File: config.mk
export PLATFORM = sky130hd
export DESIGN_NAME = ramb4_s1_bit_reader
export DESIGN_NICKNAME = d
export VERILOG_FILES = /design/src/rtl/ramb4_s1_bit_reader.sv
export SDC_FILE = /design/constraint.sdc
export NUM_CORES = 1
export LEC_CHECK = 0
export ABC_AREA = 0
export CAP_MARGIN = 20
export CORE_AREA = 2 2 81 83
export CTS_BUF_LIST = sky130_fd_sc_hd__clkbuf_4
export CTS_CLUSTER_SIZE = 40
export DETAILED_ROUTE_END_ITERATION = 8
export DIE_AREA = 0 0 83 85
export PLACE_DENSITY = 0.61
export SLEW_MARGIN = 20
export SYNTH_ARGS = -nofsm -noshare
export SYNTH_HDL_FRONTEND = slang
export SYNTH_SLANG_ARGS = --single-unit
File: constraint.sdc
create_clock -name CLK -period 2.3 [get_ports CLK]
set_input_delay 0.46 -clock CLK [delete_from_list [all_inputs] [get_ports CLK]]
set_output_delay 0.46 -clock CLK [all_outputs]
set_load 0.1 [all_outputs]
File: src/rtl/ramb4_s1_bit_reader.sv
// ramb4_s1_bit_reader: walks a bit range of a 4096x1 block RAM and presents it as bytes on a valid/ready port
module ramb4_s1_bit_reader #(
    parameter bit MSB_FIRST = 1'b1
) (
    input  logic        CLK,
    input  logic        RST,
    input  logic        START,
    input  logic [11:0] BASE,
    input  logic [9:0]  NBYTES,
    output logic        BUSY,
    output logic        DONE,
    output logic [11:0] RAM_ADDR,
    output logic        RAM_EN,
    output logic        RAM_WE,
    input  logic        RAM_DO,
    output logic [7:0]  DOUT,
    output logic        DOUT_VALID,
    input  logic        DOUT_READY
);
    typedef enum logic [1:0] {IDLE, READ, LAST, PRESENT} state_t;
    state_t      state, state_nxt;
    logic [11:0] addr;
    logic [2:0]  bitcnt;
    logic [9:0]  bytes_left;
    logic [7:0]  shift, shift_nxt, dout;
    logic        dout_valid, done;
    always_comb begin
        state_nxt = state;
        case (state)
            IDLE:    if (START && NBYTES != 10'd0) state_nxt = READ;
            READ:    if (bitcnt == 3'd7) state_nxt = LAST;
            LAST:    state_nxt = PRESENT;
            PRESENT: if (DOUT_READY) state_nxt = bytes_left == 10'd1 ? IDLE : READ;
            default: state_nxt = IDLE;
        endcase
    end
    // RAM_DO always carries the bit of the address issued one cycle earlier
    assign shift_nxt = MSB_FIRST ? {shift[6:0], RAM_DO} : {RAM_DO, shift[7:1]};
    always_ff @(posedge CLK) begin
        if (RST) begin
            state      <= IDLE;
            addr       <= '0;
            bitcnt     <= '0;
            bytes_left <= '0;
            shift      <= '0;
            dout       <= '0;
            dout_valid <= 1'b0;
            done       <= 1'b0;
        end else begin
            state <= state_nxt;
            done  <= (state == IDLE && START && NBYTES == 10'd0) ||
                     (state == PRESENT && DOUT_READY && bytes_left == 10'd1);
            case (state)
                IDLE: if (START) begin
                    addr       <= BASE;
                    bitcnt     <= '0;
                    bytes_left <= NBYTES;
                end
                READ: begin
                    addr   <= addr + 12'd1;
                    bitcnt <= bitcnt + 3'd1;
                    if (bitcnt != 3'd0) shift <= shift_nxt;
                end
                LAST: begin
                    dout       <= shift_nxt;
                    dout_valid <= 1'b1;
                end
                PRESENT: if (DOUT_READY) begin
                    dout_valid <= 1'b0;
                    bytes_left <= bytes_left - 10'd1;
                    bitcnt     <= '0;
                end
                default: ;
            endcase
        end
    end
    assign BUSY       = state != IDLE;
    assign DONE       = done;
    assign RAM_ADDR   = addr;
    assign RAM_EN     = state == READ;
    assign RAM_WE     = 1'b0;
    assign DOUT       = dout;
    assign DOUT_VALID = dout_valid;
endmodule

==> qor.txt, run 1 <==
Critical Path Max Stage Delay: 0.37 ns
wire length per cell: 14.1 um
Final Setup Violations: 0
Yosys top cell area share: 36.5%
Area growth syn-to-layout: 27.8%
Clock Sinks: 44
Int Power: 1.95 mW
most frequent cells in the layout: dfxtp_1, nor2_1, buf_4, clkdlybuf4s50_1, a21oi_1
Most used DFF post-synth: dfxtp_1
Post-CTS Setup Repair Bufs: 0
switching pwr: 2.08 mW
number of flops mapped to enable cells by yosys: 0
Unique masters post-synth: 58
vias in the first global route: 2053
setup_tns: 0 ns
worst-case clock skew: 0.0118 ns
period utilization: 92.0%
Final Hold Vio Count: 0
commonest non-fill, non-tap cell in the layout: dfxtp_1
CTS resizes: 0
crit path max fanout: 22
critical setup path kind: reg2out
first-pass GRT wire length: 9880 um
largest net degree at the start of global routing: 23
crit path capture type: output port
Post-Syn Nets: 326
Critical Path RT: 1.84 ns
Mapped Cells: 288
register area share after synthesis: 36.5%
switch share: 51.6%
Rows: 29
post-DR vias/cell: 5.39
combinational cell fraction of total power: 57.4%
die width: 83 um
top area cells in the synthesized netlist: dfxtp_1, mux2i_1, ha_1
Via Count: 2251
Total Routed Length: 5880 um
Pleak: 1.26 nW
Final nets: 378
Cell Chain, Critical Path: inv_1, ha_2, buf_4, buf_12
GRT Resource Usage Total: 16.9%
IO buf count: 50
Die Ht: 85 um
antenna violations before repair: 0
Startpoint Class: flip-flop
DR iter-0 viols: 117
Post-Syn Area: 2410 sq um
RSZ-0062 raised after global routing: no
DRT antenna net count: 0
asr flop ratio synth: 0%
Peak Freq: 472 MHz
slowest CP cell: dfxtp_1
Post-route DRC: 0
post-DP HPWL: 4330 um
data arrival time at the worst-slack endpoint: 1.66 ns
Sequential Power Share: 29.9%
RePlAce Congestion: 0.802
post-layout power: 4.03 mW
Power Density: 1310 nW/um^2
Period minus WS final: 2.12 ns
global route overflow: 0
TritonCTS clock tree: yes
CTS HTree Levels: 2
first-pass iteration count of the detailed router: 4
Mean Syn Cell Area: 8.38 sq um
WP buf/inv: 3
Final Slew Violations: 0
register bit total from synthesis: 44
outcome: completed
clock network power share: 12.7%
worst slew pin tran: 0.830 ns
clk slew on worst S/H paths: 0.13 ns
Fillers: 611
# IOs: 52
MaxCap Viol Count: 0
die area: 7060 sq um
CP delay by family, top: buffers and inverters
CTS root buf: clkbuf_4
YS warnings: 0
Initial Utilization: 38.9%
cts-stage hold buffer count: 0
Antenna Cells: 0
cell taking the most area after synthesis: dfxtp_1
worst skew pair latency: 0.36 ns
Worst slew margin: 44.4%
CTS Buffer Depth: 2
clock buffer count from CTS: 5
layout cell share with drive strength beyond 1: 16.4%
Core Region: 6200 sq um
worst vdd ir: 956 uV
Hold Path Class: reg2reg
==> worst paths after layout <==
path / startpoint / to / slack (ns) / depth (start not counted)
min reg2reg: bitcnt[1] / bitcnt[1] / 0.50 / 2
max reg2reg: state[0] / bytes_left[6] / 0.24 / 5
min: bitcnt[1] / bitcnt[1] / 0.50 / 2
max: state[1] / RAM_EN / 0.18 / 4
==> synth_stat cells (6+ instances only) <==
master,n
a21oi_1,23
nor2_1,34
nor4_1,8
ha_1,11
nand2_1,14
nand3_1,6
o21ai_0,13
dfxtp_1,44
inv_1,16
mux2i_1,19
clkbuf_1,13
nor2b_1,6
==> cells by family after synthesis <==
family / synth area share, %
compound gates: 20.7
fa+ha+maj: 5.70
buf+inv: 5.50
flops: 36.5
mux: 9.28
other cells: 0.155
simple gates: 22.1
==> through the flow <==
step / hold slack, ns / setup slack (ns) / cells / area [sq um] / utilization, %
6_report: 0.503 / 0.183 / 418 / 3090 / 49.7
3_5_place_dp: 0.483 / 0.189 / 410 / 3000 / 48.4
5_1_grt: 0.544 / 0.0291 / 418 / 3090 / 49.7
2_1_floorplan: 0.459 / -0.0716 / 288 / 2420 / -
3_3_place_gp: 0.477 / 0.222 / 410 / 3000 / 48.4
4_1_cts: 0.504 / 0.154 / 418 / 3090 / 49.7
==> registers in the layout (all words and copies together) (netlist names) <==
register	cells
bytes_left	10
DOUT	8
DOUT_VALID	1
shift	7
DONE	1
bitcnt	3
state	2
RAM_ADDR	12
==> metal layers <==
metal	global-route usage, %	routed length, um	share of wire (%)	up-vias
met5	0	0	0	-
met4	4.77	61	1.0	0
met3	3.21	288	4.9	4
met2	26.3	2670	45	48
met1	23.9	2860	49	1039
li1	-	-	-	1160
==> cell type report <==
class	count	area (sq um)	area share, %
Inverter	17	63.8	2.07
Tap cell	77	96.3	3.12
Clock inverter	3	46.3	1.50
Timing Repair Buffer	62	556	18.0
Multi-Input combinational cell	210	1400	45.5
Clock buffer	5	37.5	1.22
Sequential cell	44	883	28.6
==> power by group through the flow <==
stage          sequential (mW)  clock (mW)  combinational [mW]
2_1_floorplan             1.76           0                1.14
3_3_place_gp              1.21           0                2.30
3_5_place_dp              1.22           0                2.32
4_1_cts                   1.20       0.526                2.32
5_1_grt                   1.24       0.551                2.50
6_report                  1.21       0.511                2.32
==> worst reg2reg max path: cells and delay by family (launching register included) <==
family	cells	cell delay (ns)
simple gates	1	0.11
compound gates	2	0.99
flops	1	0.42
buf+inv	1	0.12
fa+ha+maj	1	0.34
Note: power is estimated with default switching activity, not from simulation.
==> run 2, diff against run 1 <==
--- a/config.mk
+++ b/config.mk
@@ -13,6 +13,7 @@
 export DETAILED_ROUTE_END_ITERATION = 8
 export DIE_AREA = 0 0 83 85
 export PLACE_DENSITY = 0.61
+export RECOVER_POWER = 25
 export SLEW_MARGIN = 20
 export SYNTH_ARGS = -nofsm -noshare
 export SYNTH_HDL_FRONTEND = slang
==> constraint.sdc (replaced) <==
create_clock -name CLK -period 2.3 [get_ports CLK]
set_input_delay 0.69 -clock CLK [delete_from_list [all_inputs] [get_ports CLK]]
set_output_delay 0.69 -clock CLK [all_outputs]
set_load 0.1 [all_outputs]
==> run 2 against run 1 <==
  * Clock power fell by 4.5%
  * Worst hold slack improved by 0.0020 ns
  * Via count up 1.6%
  * Fmax is 0.94% lower
  * Routed wire length rose by 0.14%
  * Sequential cell count unchanged
  * Largest power group unchanged
  * Highest routed layer unchanged
==> qor.txt, run 2 (synthesis gave the netlist of run 1 again) <==
DP Area: 3090 sq um
Final Hold Vio Count: 0
period utilization: 92.9%
outcome: completed
crit-path most repeated cell: inv_1
setup_tns: 0 ns
Cell Chain, Critical Path: inv_1, ha_2, inv_1, buf_12
Hold Path Class: reg2reg
combinational cell fraction of total power: 59.7%
TritonCTS clock tree: yes
first-pass GRT wire length: 9910 um
most frequent cells in the layout: dfxtp_1, nor2_1, buf_4, clkdlybuf4s50_1, a21oi_1
RSZ-0062 raised after global routing: no
Startpoint Class: flip-flop
Area growth syn-to-layout: 31.5%
r2r setup slk: 0.36 ns
Antenna Cells: 0
Critical Path Max Stage Delay: 0.37 ns
CTS HTree Levels: 2
first-pass iteration count of the detailed router: 4
die area: 7060 sq um
clock network power share: 11.7%
final core utilization: 51.2%
Final nets: 381
post-layout power: 4.17 mW
crit path capture type: output port
Post-route DRC: 0
slowest CP cell: dfxtp_1
Power Density: 1310 nW/um^2
# IOs: 52
Hold Path Depth: 2
post-DP HPWL: 4370 um
worst slew pin tran: 1.21 ns
Initial Utilization: 38.9%
FF-to-FF path depth: 6
switching pwr: 2.10 mW
clk slew on worst S/H paths: 0.14 ns
Critical Path RT: 1.61 ns
commonest non-fill, non-tap cell in the layout: dfxtp_1
worst skew pair latency: 0.35 ns
post-place setup slack: -0.0293 ns
clock buffer count from CTS: 5
Peak Freq: 468 MHz
Int Power: 2.07 mW
Via Count: 2288
CTS Buffer Depth: 2
Clock Sinks: 44
global route overflow: 0
worst vdd ir: 928 uV
Core Region: 6200 sq um
hold_sp: bitcnt[1]
Worst slew margin: 18.3%
worst hold endpoint: bitcnt[1]
largest net degree at the start of global routing: 27
PnR worst setup slack: 0.163 ns
DR iter-0 viols: 113
vias in the first global route: 2062
Period minus WS final: 2.14 ns
IO buf count: 50
Total Routed Length: 5890 um
worst r2r src: bitcnt[0]
DRT antenna net count: 0
wire length per cell: 14.0 um
Crit Reg-Reg Endpoint: shift[0]
max reg flops: 12
RePlAce Congestion: 0.843
critical setup path kind: reg2out
design area: 3170 sq um
post-DR vias/cell: 5.43
layout cell share with drive strength beyond 1: 17.4%
die width: 83 um
Die Ht: 85 um
antenna violations before repair: 0
worst-case clock skew: 0.0120 ns
Final Setup Violations: 0
GRT Resource Usage Total: 16.8%
Pleak: 1.29 nW
switch share: 50.3%
Sequential Power Share: 28.6%
data arrival time at the worst-slack endpoint: 1.45 ns
crit path max fanout: 7
Final Slew Violations: 0
MaxCap Viol Count: 0
CTS root buf: clkbuf_4
Rows: 29
-- run 2: layer usage --
metal	up-vias	track usage, %	part of all wire (%)
met5	-	0	0
met4	0	4.17	0.70
met3	4	3.79	3.6
met2	49	26.5	46
met1	1073	23.3	50
li1	1162	-	-
-- run 2: critical path: cells and delay by family (launching register included) --
| family | cells | cell delay, ns |
|---|---|---|
| adders and majority gates | 1 | 0.30 |
| buffers and inverters | 3 | 0.42 |
| DFF | 1 | 0.37 |
-- run 2: repair_timing --
action | 4_1_cts | 5_1_grt
setup endpoints to repair | 0 | 2
setup buffers | 0 | 0
gates resized for setup | 0 | 3
hold buffers | 0 | 0
-- run 2: per-stage QoR --
step / instances / hold slack [ns]
3_3_place_gp: 413 / 0.477
3_5_place_dp: 413 / 0.487
4_1_cts: 421 / 0.512
6_report: 421 / 0.505
2_1_floorplan: 288 / 0.459
5_1_grt: 421 / 0.545
-- run 2: cell type report --
class	instances	area [sq um]
Inverter	17	63.8
Clock buffer	5	37.5
Timing Repair Buffer	65	634
Tap cell	77	96.3
Sequential cell	44	885
Fill cell	604	3030
Multi-Input combinational cell	210	1420
Clock inverter	3	42.5
-- run 2: power by group through the flow --
stage | combinational (mW) | clock (mW) | sequential [mW]
after floorplan | 1.14 | 0 | 1.76
after global placement | 2.47 | 0 | 1.20
after detailed placement | 2.47 | 0 | 1.20
after CTS | 2.48 | 0.515 | 1.18
after global routing | 2.66 | 0.548 | 1.23
final | 2.49 | 0.488 | 1.19
-- run 2: how the worst max path moves through the flow --
stage	start	end
2_1_floorplan	RAM_ADDR[3]	RAM_ADDR[10]
3_3_place_gp	START	RAM_ADDR[11]
3_5_place_dp	START	RAM_ADDR[11]
4_1_cts	state[0]	BUSY
5_1_grt	state[1]	BUSY
6_report	state[1]	BUSY
==> run 3, diff against run 2 <==
--- a/config.mk
+++ b/config.mk
@@ -7,12 +7,12 @@
 export LEC_CHECK = 0
 export ABC_AREA = 0
 export CAP_MARGIN = 20
-export CORE_AREA = 2 2 81 83
+export CORE_AREA = 2 2 96 70
 export CTS_BUF_LIST = sky130_fd_sc_hd__clkbuf_4
 export CTS_CLUSTER_SIZE = 40
 export DETAILED_ROUTE_END_ITERATION = 8
-export DIE_AREA = 0 0 83 85
-export PLACE_DENSITY = 0.61
+export DIE_AREA = 0 0 98 72
+export PLACE_DENSITY = 0.62
 export RECOVER_POWER = 25
 export SLEW_MARGIN = 20
 export SYNTH_ARGS = -nofsm -noshare
==> run 3 against run 2 <==
  * Sequential cell count unchanged
  * Final cell count increased by 0.71%
  * Critical path depth decreased by 1
  * Sequential power about the same
  * Non-clock buffer count increased by 2
  * Routed wire length increased by 3.4%
  * Critical path type unchanged
  * Largest cell class unchanged
==> qor.txt, run 3 (synthesis gave the netlist of run 1 again) <==
outcome: completed
Worst slew margin: 28.1%
Power Density: 1330 nW/um^2
TritonCTS clock tree: yes
Die Ht: 72 um
PnR worst setup slack: 0.142 ns
FF-to-FF path depth: 5
DR iter-0 viols: 144
Final Slew Violations: 0
Startpoint Class: flip-flop
post-DR vias/cell: 5.45
RSZ-0062 raised after global routing: no
vias in the first global route: 2030
die width: 98 um
die area: 7060 sq um
commonest non-fill, non-tap cell in the layout: dfxtp_1
clk slew on worst S/H paths: 0.16 ns
worst slew pin tran: 1.08 ns
worst vdd ir: 596 uV
Critical Path Max Stage Delay: 0.39 ns
Rows: 24
Critical Path RT: 1.61 ns
Peak Freq: 463 MHz
Period minus WS final: 2.16 ns
hold_sp: bytes_left[8]
Initial Utilization: 39.6%
period utilization: 93.8%
largest net degree at the start of global routing: 25
post-place setup slack: 0.00224 ns
most frequent cells in the layout: dfxtp_1, nor2_1, buf_4, clkdlybuf4s50_1, a21oi_1
GRT Resource Usage Total: 17.0%
crit path max fanout: 16
Hold Path Depth: 2
max reg flops: 12
Post-route DRC: 0
CTS Buffer Depth: 2
data arrival time at the worst-slack endpoint: 1.47 ns
antenna violations before repair: 0
RePlAce Congestion: 0.871
CTS root buf: clkbuf_4
crit path capture type: output port
Hold WS: 0.511 ns
Via Count: 2312
wire length per cell: 14.4 um
clock buffer count from CTS: 5
Final Setup Violations: 0
post-DP HPWL: 4490 um
first-pass GRT wire length: 9940 um
Antenna Cells: 0
worst skew pair latency: 0.37 ns
setup_tns: 0 ns
DRT antenna net count: 0
layout cell share with drive strength beyond 1: 17.6%
MaxCap Viol Count: 0
slowest CP cell: ha_2
worst-case clock skew: 0.0129 ns
Total Routed Length: 6090 um
cts-stage hold buffer count: 0
Hold Path Class: reg2reg
WP buf/inv: 2
worst r2r src: state[0]
Area growth syn-to-layout: 31.3%
r2r setup slk: 0.27 ns
worst hold endpoint: bytes_left[8]
global route overflow: 0
Crit Reg-Reg Endpoint: bytes_left[7]
Final nets: 383
Non-Filler Instances: 424
first-pass iteration count of the detailed router: 4
Cell Chain, Critical Path: inv_1, ha_2, buf_12
critical setup path kind: reg2out
Pleak: 1.30 nW
post-layout power: 4.22 mW
Core Region: 6100 sq um
IO buf count: 50
# IOs: 52
Clock Sinks: 44
CTS HTree Levels: 2
CP delay by family, top: adder cells
Placed Cells incl. Taps: 416
Final Hold Vio Count: 0
-- run 3: cell count changes in the layout (fill, tap and decap cells not counted), sizes merged --
cell,before,now
inv,16,17
buf,37,33
clkinv,2,1
clkbuf,7,13
-- run 3: worst max-delay path by stage --
stage,cells after the start,endpoint,start,slack [ns]
6_report,3,RAM_EN,state[1],0.14
4_1_cts,4,BUSY,state[1],0.02
2_1_floorplan,4,RAM_ADDR[10],RAM_ADDR[3],-0.07
3_3_place_gp,5,RAM_ADDR[11],START,0.06
3_5_place_dp,6,RAM_ADDR[3],START,0.002
5_1_grt,4,BUSY,state[0],0.04
-- run 3: per-stage QoR --
stage | utilization (%) | area [sq um]
finish | 52.0 | 3170
global route | 52.0 | 3170
CTS | 52.3 | 3190
detailed placement | 50.9 | 3100
global placement | 50.9 | 3100
floorplan | - | 2420
-- run 3: area by class of cell --
| cell class | count | area, sq um |
|---|---|---|
| fill | 600 | 2930 |
| clock inverter | 3 | 46.3 |
| sequential | 44 | 885 |
| multi-input combinational | 210 | 1410 |
| timing repair buffer | 67 | 634 |
| tap | 78 | 97.6 |
| inverter | 17 | 63.8 |
| clock buffer | 5 | 37.5 |
-- run 3: worst register-to-register path: cells and delay by family, from the launching register on --
| family | cells | cell delay (ns) |
|---|---|---|
| flip-flops | 1 | 0.42 |
| AND/OR/NAND/NOR | 3 | 0.73 |
| adder cells (fa/ha/maj) | 1 | 0.49 |
| AO/OA/AOI/OAI | 1 | 0.31 |
-- run 3: layer usage --
metal  vias to the layer above  track usage (%)  routed length [um]
met5                         -                0                   0
met3                         2             3.76                 353
met4                         0             4.01                  27
li1                       1170                -                   -
met2                        57             23.9                2480
met1                      1083             26.4                3230
-- run 3: what timing repair did --
action,in CTS,in global routing
gates resized for setup,0,2
setup buffers,0,0
setup endpoints to repair,0,1
-- run 3: report_power, final --
group | switching, mW | total, mW | internal (mW)
Clock | 0.290 | 0.523 | 0.233
Combinational | 1.61 | 2.51 | 0.898
Sequential | 0.232 | 1.19 | 0.953
Total | 2.13 | 4.22 | 2.08
